[config.mk]
export PLATFORM = sky130hd
export DESIGN_NAME = rs232_tx_arbiter
export DESIGN_NICKNAME = d
export VERILOG_FILES = /design/src/rtl/rs232_pkg.sv /design/src/rtl/rs232_txd_shift.sv /design/src/rtl/rs232_tx_arbiter.sv
export SDC_FILE = /design/constraint.sdc
export NUM_CORES = 1
export LEC_CHECK = 0
export ABC_CLOCK_PERIOD_IN_PS = 1900
export CORE_MARGIN = 4
export CORE_UTILIZATION = 43
export CTS_CLUSTER_SIZE = 16
export DETAILED_ROUTE_END_ITERATION = 16
export DONT_BUFFER_PORTS = 1
export SETUP_SLACK_MARGIN = 0.2
export SLEW_MARGIN = 20
export SYNTH_ARGS = -nofsm -noshare
export SYNTH_HDL_FRONTEND = slang
export SYNTH_SLANG_ARGS = --single-unit
[constraint.sdc]
create_clock -name Clock16x -period 1.9 [get_ports Clock16x]
set_input_delay 0.57 -clock Clock16x [delete_from_list [all_inputs] [get_ports Clock16x]]
set_output_delay 0.57 -clock Clock16x [all_outputs]
set_load 0.01 [all_outputs]
[src/rtl/rs232_pkg.sv]
// Shared RS232 definitions: serializer phases, default oversampling and frame timing.
// Kept generic so the receive path can import the same package.
package rs232_pkg;

    localparam int OVERSAMPLE_DEF = 16;

    typedef enum logic [1:0] {
        IDLE  = 2'd0,
        START = 2'd1,
        DATA  = 2'd2,
        STOP  = 2'd3
    } tx_state_t;

    // Cycles a frame occupies on the line (start + data + stop bits).
    function automatic int frame_cycles(input int data_bits, input int stop_bits, input int oversample);
        return (1 + data_bits + stop_bits) * oversample;
    endfunction

endpackage

[src/rtl/rs232_txd_shift.sv]
// Frame serializer: load/shift register, sample and bit counters, registered Txd.
// Done flags the final cycle of the current phase so the arbiter FSM can advance.
module rs232_txd_shift
    import rs232_pkg::*;
#(
    parameter int OVERSAMPLE = OVERSAMPLE_DEF,
    parameter int DATA_BITS  = 8,
    parameter int STOP_BITS  = 1
) (
    input  logic                 Clock16x,
    input  logic                 Reset,
    input  logic [1:0]           State,
    input  logic                 Load,
    input  logic [DATA_BITS-1:0] LoadData,
    output logic                 Txd,
    output logic                 Done
);

    localparam int SW = $clog2(OVERSAMPLE);
    localparam int BW = $clog2(DATA_BITS + 1);

    logic [SW-1:0]        sample_cnt;
    logic [BW-1:0]        bit_cnt;
    logic [DATA_BITS-1:0] shreg;
    logic                 bit_end;
    logic                 last_data;

    assign bit_end   = (sample_cnt == SW'(OVERSAMPLE - 1));
    assign last_data = (bit_cnt == BW'(DATA_BITS - 1));

    always_comb begin
        Done = 1'b0;
        if (bit_end) begin
            case (State)
                START:   Done = 1'b1;
                DATA:    Done = last_data;
                STOP:    Done = (bit_cnt == BW'(STOP_BITS - 1));
                default: Done = 1'b0;
            endcase
        end
    end

    // Txd always carries the level of the bit being timed by sample_cnt; the next
    // level is registered on the last sample of the current bit.
    always_ff @(posedge Clock16x) begin
        if (Reset) begin
            sample_cnt <= '0;
            bit_cnt    <= '0;
            shreg      <= '0;
            Txd        <= 1'b1;
        end else if (Load) begin
            sample_cnt <= '0;
            bit_cnt    <= '0;
            shreg      <= LoadData;
            Txd        <= 1'b0;
        end else if (State == IDLE) begin
            sample_cnt <= '0;
            bit_cnt    <= '0;
            Txd        <= 1'b1;
        end else begin
            sample_cnt <= bit_end ? '0 : sample_cnt + 1'b1;
            if (bit_end) begin
                bit_cnt <= Done ? '0 : bit_cnt + 1'b1;
                case (State)
                    START: Txd <= shreg[0];
                    DATA: begin
                        shreg <= shreg >> 1;
                        Txd   <= last_data ? 1'b1 : shreg[1];
                    end
                    default: Txd <= 1'b1;
                endcase
            end
        end
    end

endmodule

[src/rtl/rs232_tx_arbiter.sv]
// Two-requester round-robin front end for one RS232 transmit serializer.
// The grant is held for a whole frame; Busy and GrantId report the current owner.
module rs232_tx_arbiter
    import rs232_pkg::*;
#(
    parameter int OVERSAMPLE = OVERSAMPLE_DEF,
    parameter int DATA_BITS  = 8,
    parameter int STOP_BITS  = 1
) (
    input  logic                 Clock16x,
    input  logic                 Reset,
    input  logic                 Req0Valid,
    input  logic [DATA_BITS-1:0] Req0Data,
    output logic                 Req0Ready,
    input  logic                 Req1Valid,
    input  logic [DATA_BITS-1:0] Req1Data,
    output logic                 Req1Ready,
    output logic                 Txd,
    output logic                 Busy,
    output logic                 GrantId
);

    tx_state_t            state;
    tx_state_t            state_next;
    logic                 last_grant;
    logic                 sel0;
    logic                 sel1;
    logic                 accept;
    logic                 phase_done;
    logic [DATA_BITS-1:0] load_data;

    always_ff @(posedge Clock16x) begin
        if (Reset) begin
            state <= IDLE;
        end else begin
            state <= state_next;
        end
    end

    always_comb begin
        state_next = state;
        case (state)
            IDLE:    if (accept) state_next = START;
            START:   if (phase_done) state_next = DATA;
            DATA:    if (phase_done) state_next = STOP;
            STOP:    if (phase_done) state_next = IDLE;
            default: state_next = IDLE;
        endcase
    end

    // Under contention the requester that did not own the last frame wins.
    always_comb begin
        sel0      = Req0Valid && (!Req1Valid || last_grant);
        sel1      = Req1Valid && (!Req0Valid || !last_grant);
        Req0Ready = (state == IDLE) && !Reset && sel0;
        Req1Ready = (state == IDLE) && !Reset && sel1;
        accept    = Req0Ready || Req1Ready;
        load_data = Req1Ready ? Req1Data : Req0Data;
    end

    always_ff @(posedge Clock16x) begin
        if (Reset) begin
            Busy       <= 1'b0;
            GrantId    <= 1'b0;
            last_grant <= 1'b1;
        end else if (accept) begin
            Busy       <= 1'b1;
            GrantId    <= Req1Ready;
            last_grant <= Req1Ready;
        end else if (state == STOP && phase_done) begin
            Busy       <= 1'b0;
        end
    end

    rs232_txd_shift #(
        .OVERSAMPLE(OVERSAMPLE),
        .DATA_BITS (DATA_BITS),
        .STOP_BITS (STOP_BITS)
    ) u_shift (
        .Clock16x(Clock16x),
        .Reset   (Reset),
        .State   (state),
        .Load    (accept),
        .LoadData(load_data),
        .Txd     (Txd),
        .Done    (phase_done)
    );

endmodule

Word-level counts from Yosys, hierarchy flattened:

Index checks and enable logic that the tools add are counted.
W data, S select, Z words.

* output and inout bits: 5
* flip-flop bits (word level): 22
* bits of input ports: 20

* eq/ne operators: 9
* add/sub/neg operators: 2
* mux-type cells: 20
* reduce and logical (&&, ||, !) cells: 23

Operator list (number)
* $mux W8: 5
* $add A4 B1 Y4 const B: 2
* $mux W2: 4
* $ne A2 B2 Y1 const B: 4
* $pmux W2 S4: 1
* $mux W1: 7
* $logic_and A1 B1 Y1: 6
* $reduce_bool A2 Y1: 3
* $eq A2 B2 Y1 const B: 2
* $eq A4 B3 Y1 const B: 1
* $eq A4 B4 Y1 const B: 1
* $logic_not A1 Y1: 4
* $logic_not A4 Y1: 1
* $mux W4: 1
* $reduce_and A4 Y1: 1
* $reduce_or A4 Y1: 1
* $logic_or A1 B1 Y1: 3
* $pmux W1 S3: 1
* $reduce_and A3 Y1: 1
* $reduce_bool A3 Y1: 1
* $reduce_or A3 Y1: 1
* $eq A2 B1 Y1 const B: 1
* $logic_not A2 Y1: 1
* $pmux W1 S2: 1

Longest topological paths before layout:

Gate-level depths: netlist of run 1.

* depth after elaboration: 7
* depth in mapped cells: 8
* depth with buffers taken out: 6

Hierarchy:

Synthesis of run 1 repeated with hierarchy kept, for this count alone.

* cell total of the unflattened synthesis: 146
* area total of the unflattened synthesis: 1337.5 um^2

Modules (own cells, without submodules)
* rs232_txd_shift: cells each 102, area each 935.9 um^2, sequential area each 340.3 um^2, instances 1
* rs232_tx_arbiter: cells each 44, area each 401.6 um^2, sequential area each 100.1 um^2, instances 1

Worst setup path before layout of run 1:

OpenSTA, ideal clock, no wires.

* path type: register to output
* start: reg state[1]
* end: out Req0Ready
* data required time: 1.330 ns
* path buffers: 1
* cell stages (with the launch flop): 6
* arrival: 1.168 ns
* slack: 0.162 ns
* cell sequence: dfxtp_1 > inv_1 > ha_1 > buf_4 > and2b_1 > and3_1

* word-level cells in the longest chain between the ends: 3

Ends and longest elaborated chain
* start, declared: line rs232_tx_arbiter.sv:23 `tx_state_t state;`
* start signal, assigned: line rs232_tx_arbiter.sv:36 `state <= state_next;`
* $logic_not A2 Y1: line rs232_tx_arbiter.sv:55 `Req0Ready = (state == IDLE) && !Reset && sel0;`
* $logic_and A1 B1 Y1 (2 in a row): line rs232_tx_arbiter.sv:55
* end, declared: line rs232_tx_arbiter.sv:14 `output logic Req0Ready,`

No other way between the ends.

Worst setup path in the final report of run 1:

Ends and elaborated chain as after synthesis.

==> impl_results.md, run 1 <==
* Synthesized Nets at 179
* CTS max path bufs at 2
* Max IR drop VDD at 0.449 mV
* Die area at 3970 µm²
* Period utilization at 0.946
* Final min period at 1800 ps
* Mapped Area at 1300 µm²
* # hold bufs at CTS at 0
* Worst Tran Pin Value at 469 ps
* Synth Instances at 151
* Share of layout cells above drive strength 1 at 0.221
* Via density per instance at 6.06
* Initial Util at 0.460
* Initial antenna violation count at 0
* Slew Limit Headroom at 0.684
* Die Height at 63.0 µm
* Distinct cells, synth at 43
* RSZ-0062 raised after global routing: yes
* H-tree lvl count at 1
* Root buffer selected by CTS: clkbuf_4
* Fin util at 0.531
* Antenna Nets Post-Route at 0
* Slew Limit Fails at 0
* Drt first-iter violations at 36
* Met3 Routed Length at 198 µm
* Syn_area_per_cell at 8.61 µm²
* Lkg Pwr at 0.000572 µW
* TritonCTS buffer count at 3
* Vias in the first global route at 1166
* Clk_lat worst skew at 310 ps
* Largest cells by area after synthesis: dfxtp_1 (34%), ha_1 (7.7%), nand3_1 (6.9%), a32o_1 (5.4%), o21ai_0 (5.4%)
* CTS tree: built
* Worst min path class: in -> reg
* First-pass GRT wire length at 5430 µm
* Number of max-cap violations at 0
* CP arrival at 1230 ps
* Crit start category: flop
* Met2 routed wirelength at 1660 µm
* Row cnt at 19
* Commonest non-fill, non-tap cell in the layout: dfxtp_1
* Critical-path cell list: inv_4, ha_4, and2b_1, and3_4
* Gr ovfl total at 0
* Fmax at 0.556 GHz
* Highest metal used: met4
* Critical path fanouts, max at 3
* Placer congestion estimate at 0.771
* Final setup violation count at 0
* Met1 WL at 1320 µm
* Vias at 1176
* Type of the worst setup path: reg -> out
* CP Capture Type: output pin
* Pwr/cell area at 1150 nW/µm²
* Most frequent cells in the layout: dfxtp_1 (20), nand3_1 (18), buf_4 (16), o21ai_0 (12)
* Wirelength per Cell at 16.8 µm
* Yosys top cell area share at 0.339
* # DRC at 0
* Largest net degree at the start of global routing at 16
* Worst path required time at 1330 ps
* Register bit count reported by yosys at 22
* Crit path largest cell delay at 380 ps
* Final Skew at 3.63 ps
* Area leader, netlist: dfxtp_1
* Final WL at 3270 µm
* Drt pass-1 iters at 4
* YS warnings at 0
* Critical path's slowest cell: dfxtp_4
* Final Hold Viols at 0
* Nets at 193
* Status: finished clean
* Clock sink total at 22
* Total track usage at 0.170
* Diodes inserted at 0
* Hpwl dp at 2340 µm
* Core ar. at 2830 µm²
* PortBufs at 0
* Setup TNS at 0 ps
* I/O pin count at 25
* Post-synthesis sequential area ratio at 0.339
* Layout area overhead at 15.6%
* Die width at 63.0 µm
* Clock-pin slew on the worst setup and hold paths at 120 ps
[critical path, delay by kind of cell, from the launching register on]
kind,cells,cell delay (ps)
simple gates,2,340
fa+ha+maj,1,130
flops,1,380
buf+inv,1,60
[layout make-up]
cell class,count,area [µm²]
multi-input combinational,115,845
sequential,22,445
clock buffer,3,22.5
tap,31,38.8
fill,272,1330
inverter,7,31.3
timing repair buffer,16,120
[power breakdown]
group          internal (µW)  switching (µW)  total (µW)
Clock                   74.3             143         217
Sequential               549            66.9         616
Combinational            400             495         895
[registers in the layout (all words and copies together), names as in the netlist]
name,cells
u_shift.shreg,8
state,2
Busy,1
GrantId,1
u_shift.bit_cnt,4
last_grant,1
u_shift.Txd,1
u_shift.sample_cnt,4
[synthesized netlist by cell type]
| master | count |
|---|---|
| a32o_1 | 7 |
| dfxtp_1 | 22 |
| a21boi_0 | 1 |
| o311a_1 | 1 |
| o211ai_1 | 4 |
| inv_1 | 6 |
| and3_1 | 4 |
| nand3_4 | 1 |
| nand3b_1 | 1 |
| o22ai_1 | 1 |
| nand4bb_1 | 1 |
| a21oi_1 | 3 |
| o21ai_0 | 14 |
| and3b_1 | 2 |
| buf_4 | 2 |
| and2b_1 | 1 |
| or3_1 | 1 |
| nor3_2 | 1 |
| xnor2_1 | 1 |
| nor3_1 | 2 |
| a21o_1 | 1 |
| and3_4 | 1 |
| o21ba_2 | 1 |
| inv_2 | 1 |
| nor2_1 | 9 |
| nand2_1 | 8 |
| o21ai_1 | 1 |
| and2_1 | 2 |
| xor2_1 | 3 |
| nand4b_1 | 1 |
| nand4_1 | 1 |
| buf_6 | 1 |
| o32ai_1 | 1 |
| a311oi_1 | 1 |
| o2111ai_1 | 1 |
| buf_2 | 4 |
| ha_1 | 8 |
| a31oi_2 | 1 |
| nand3_1 | 18 |
| o21bai_1 | 1 |
| a21oi_2 | 1 |
| a41o_1 | 1 |
| nand2b_1 | 8 |
[repair_timing]
action | in CTS | in global routing
resized for setup | 11 | 9
setup endpoints to repair | 12 | 16
setup buffers | 9 | 2
pin swaps | 3 | 2
[kinds of logic (layout without fill, tap and decap cells)]
kind of cell	after synthesis	in the layout	synth area share
and+or+nand+nor	62	62	0.273
adders and majority gates	8	8	0.0770
buffers and inverters	14	26	0.0558
xor gates and xnor gates	4	4	0.0270
AOI/OAI and AO/OA	41	41	0.228
DFF	22	22	0.339
[per-stage QoR]
stage / hold WS (ps) / worst slack, ps / cells / cell area, µm² / total power [µW]
final: 301 / 102 / 194 / 1500 / 1730
after global routing: 270 / 13.4 / 194 / 1500 / 1860
after CTS: 299 / 124 / 192 / 1450 / 1620
after detailed placement: 449 / 99.1 / 180 / 1330 / 1240
after global placement: 431 / 149 / 180 / 1330 / 1210
after floorplan: 417 / 205 / 151 / 1300 / 1100
[final timing paths]
kind | from | endpoint | slack (ps) | cells after the start
max | state[1]$_SDFFE_PP0P_ | Req0Ready | 100 | 4
min | Reset | state[1]$_SDFFE_PP0P_ | 300 | 1
max reg2reg | state[1]$_SDFFE_PP0P_ | u_shift.shreg[4]$_SDFFE_PP0P_ | 200 | 9
min reg2reg | u_shift.sample_cnt[0]$_SDFF_PP0_ | u_shift.sample_cnt[0]$_SDFF_PP0_ | 460 | 1
[layer usage]
metal | track usage | vias up
met5 | 0 | -
met4 | 0.0689 | 0
met3 | 0.0432 | 9
met2 | 0.307 | 38
met1 | 0.188 | 550
li1 | - | 579
Power figures use the tool's default switching activity.
==> run 2, diff against run 1 <==
--- a/config.mk
+++ b/config.mk
@@ -11,6 +11,8 @@
 export CTS_CLUSTER_SIZE = 16
 export DETAILED_ROUTE_END_ITERATION = 16
 export DONT_BUFFER_PORTS = 1
+export PLACE_DENSITY_LB_ADDON = 0.12
+export REMOVE_ABC_BUFFERS = 1
 export SETUP_SLACK_MARGIN = 0.2
 export SLEW_MARGIN = 20
 export SYNTH_ARGS = -nofsm -noshare
==> run 2 against run 1 <==
Die area is the same. Count of clock-buffer cells in the layout grew 1. Core utilization shrank 1.1 points. Register-to-register slack lost 70 ps. Clock skew grew 5.6 ps. First-iteration DRC count grew 89%. Cell count shrank 1.0%. Sequential power grew 2%. Critical path depth is the same. Via count shrank 3.7%. Critical path type unchanged. Largest power group unchanged. Highest routed layer unchanged.
==> impl_results.md, run 2 (synthesis results as in run 1) <==
* CTS tree: built
* Crit path largest cell delay at 400 ps
* Root buffer selected by CTS: clkbuf_4
* Fillers at 285
* First-pass GRT wire length at 5110 µm
* Final min period at 1790 ps
* Diodes inserted at 0
* Die width at 63.0 µm
* Via density per instance at 5.90
* Max reg flops at 8
* Final Skew at 9.22 ps
* Number of max-cap violations at 0
* Nets at 190
* Slew Limit Headroom at 0.732
* Final setup violation count at 0
* Status: finished clean
* Drt first-iter violations at 68
* Critical path fanouts, max at 3
* Slew Limit Fails at 0
* Hpwl dp at 2190 µm
* Share of layout cells above drive strength 1 at 0.211
* Post-Place Cell Area at 1340 µm²
* # DRC at 0
* Die Height at 63.0 µm
* Post-layout instance area at 1470 µm²
* Gr ovfl total at 0
* Largest regs: u_shift.shreg (8), u_shift.bit_cnt (4), u_shift.sample_cnt (4)
* Worst path required time at 1330 ps
* Critical path's slowest cell: dfxtp_4
* # hold bufs at CTS at 0
* Layout area overhead at 13.2%
* Vias at 1133
* Core ar. at 2830 µm²
* PortBufs at 0
* Cell Count, Final, Fillers Out at 192
* Wirelength per Cell at 15.1 µm
* Total power at 1660 µW
* Die area at 3970 µm²
* Commonest non-fill, non-tap cell in the layout: dfxtp_1
* Largest Register: u_shift.shreg
* TritonCTS buffer count at 3
* Met2 Use GR at 0.281
* Placed cell count at 181
* CTS max path bufs at 2
* Worst min path class: in -> reg
* I/O pin count at 25
* Clock sink total at 22
* Initial antenna violation count at 0
* Antenna Nets Post-Route at 0
* Critical-path cell list: inv_4, ha_4, and2b_1, and3_4
* Met1 GRT Util at 0.178
* Type of the worst setup path: reg -> out
* Final Hold Viols at 0
* Drt pass-1 iters at 4
* H-tree lvl count at 1
* Clk_lat worst skew at 300 ps
* Pre-CTS setup slack at 82.6 ps
* Final WL at 2910 µm
* Placer congestion estimate at 0.785
* Total track usage at 0.154
* CP Capture Type: output pin
* Met3 Track Usage GR at 0.0252
* Vias in the first global route at 1158
* Worst Tran Pin Value at 402 ps
* Setup TNS at 0 ps
* Most Used Layer, Global Route: met2
* Row cnt at 19
* Pwr/cell area at 1120 nW/µm²
* Largest net degree at the start of global routing at 16
* Lkg Pwr at 0.000564 µW
* Crit start category: flop
* Fmax at 0.558 GHz
* Initial Util at 0.460
* Most frequent cells in the layout: dfxtp_1 (20), nand3_1 (18), o21ai_0 (13), buf_4 (13)
* Clock-pin slew on the worst setup and hold paths at 120 ps
* Max IR drop VDD at 0.398 mV
* Period utilization at 0.943
* Setup slack after layout at 109 ps
* CP arrival at 1220 ps
* RSZ-0062 raised after global routing: yes
run 2: cell count changes in the layout (fill, tap and decap cells not counted), sizes merged:
| cell | delta |
|---|---|
| clkbuf | +1 |
| buf | -3 |
run 2: layout make-up:
type | instances | area, µm² | share of cell area
repair buffers | 13 | 97.6 | 0.0663
well taps | 31 | 38.8 | 0.0264
inverters | 7 | 31.3 | 0.0213
flip-flops and latches | 22 | 445 | 0.303
multi-input cells | 115 | 822 | 0.559
clock buffers | 4 | 36.3 | 0.0247
run 2: layer usage:
metal  wire (µm)  vias to the layer above  share of wire
li1            -                      577              -
met1        1260                      528           0.43
met5           0                        -              0
met2        1470                       24           0.51
met4          40                        0          0.014
met3         134                        4          0.046
run 2: critical path: cells and delay by family (launching register included):
| family | cells | cell delay (ps) |
|---|---|---|
| adders and majority gates | 1 | 150 |
| buffers and inverters | 1 | 40 |
| DFF | 1 | 400 |
| and+or+nand+nor | 2 | 320 |
run 2: report_power, final:
| group | internal (µW) | switching [µW] | total, µW |
|---|---|---|---|
| combinational | 353 | 424 | 777 |
| clock | 117 | 135 | 252 |
| sequential | 550 | 76.5 | 626 |
| total | 1020 | 636 | 1660 |
run 2: through the flow:
step	hold WS [ps]	utilization
after detailed placement	452	0.473
after global placement	431	0.473
after CTS	306	0.508
after global routing	295	0.520
after floorplan	417	-
final	320	0.520
run 2: final timing paths:
path | end | cells past startpoint | slack [ps] | start
max | Req0Ready | 4 | 110 | state[1]$_SDFFE_PP0P_
min | u_shift.shreg[7]$_SDFFE_PP0P_ | 1 | 320 | Reset
max reg2reg | state[0]$_SDFFE_PP0P_ | 6 | 130 | state[1]$_SDFFE_PP0P_
min reg2reg | u_shift.sample_cnt[0]$_SDFF_PP0_ | 1 | 470 | u_shift.sample_cnt[0]$_SDFF_PP0_
run 2: timing repair:
action / 4_1_cts / 5_1_grt
pin swaps: 2 / 2
endpoints found under the hold margin: 0 / 0
gates resized for setup: 12 / 5
setup buffers: 4 / 3
endpoints found under the setup margin: 12 / 8
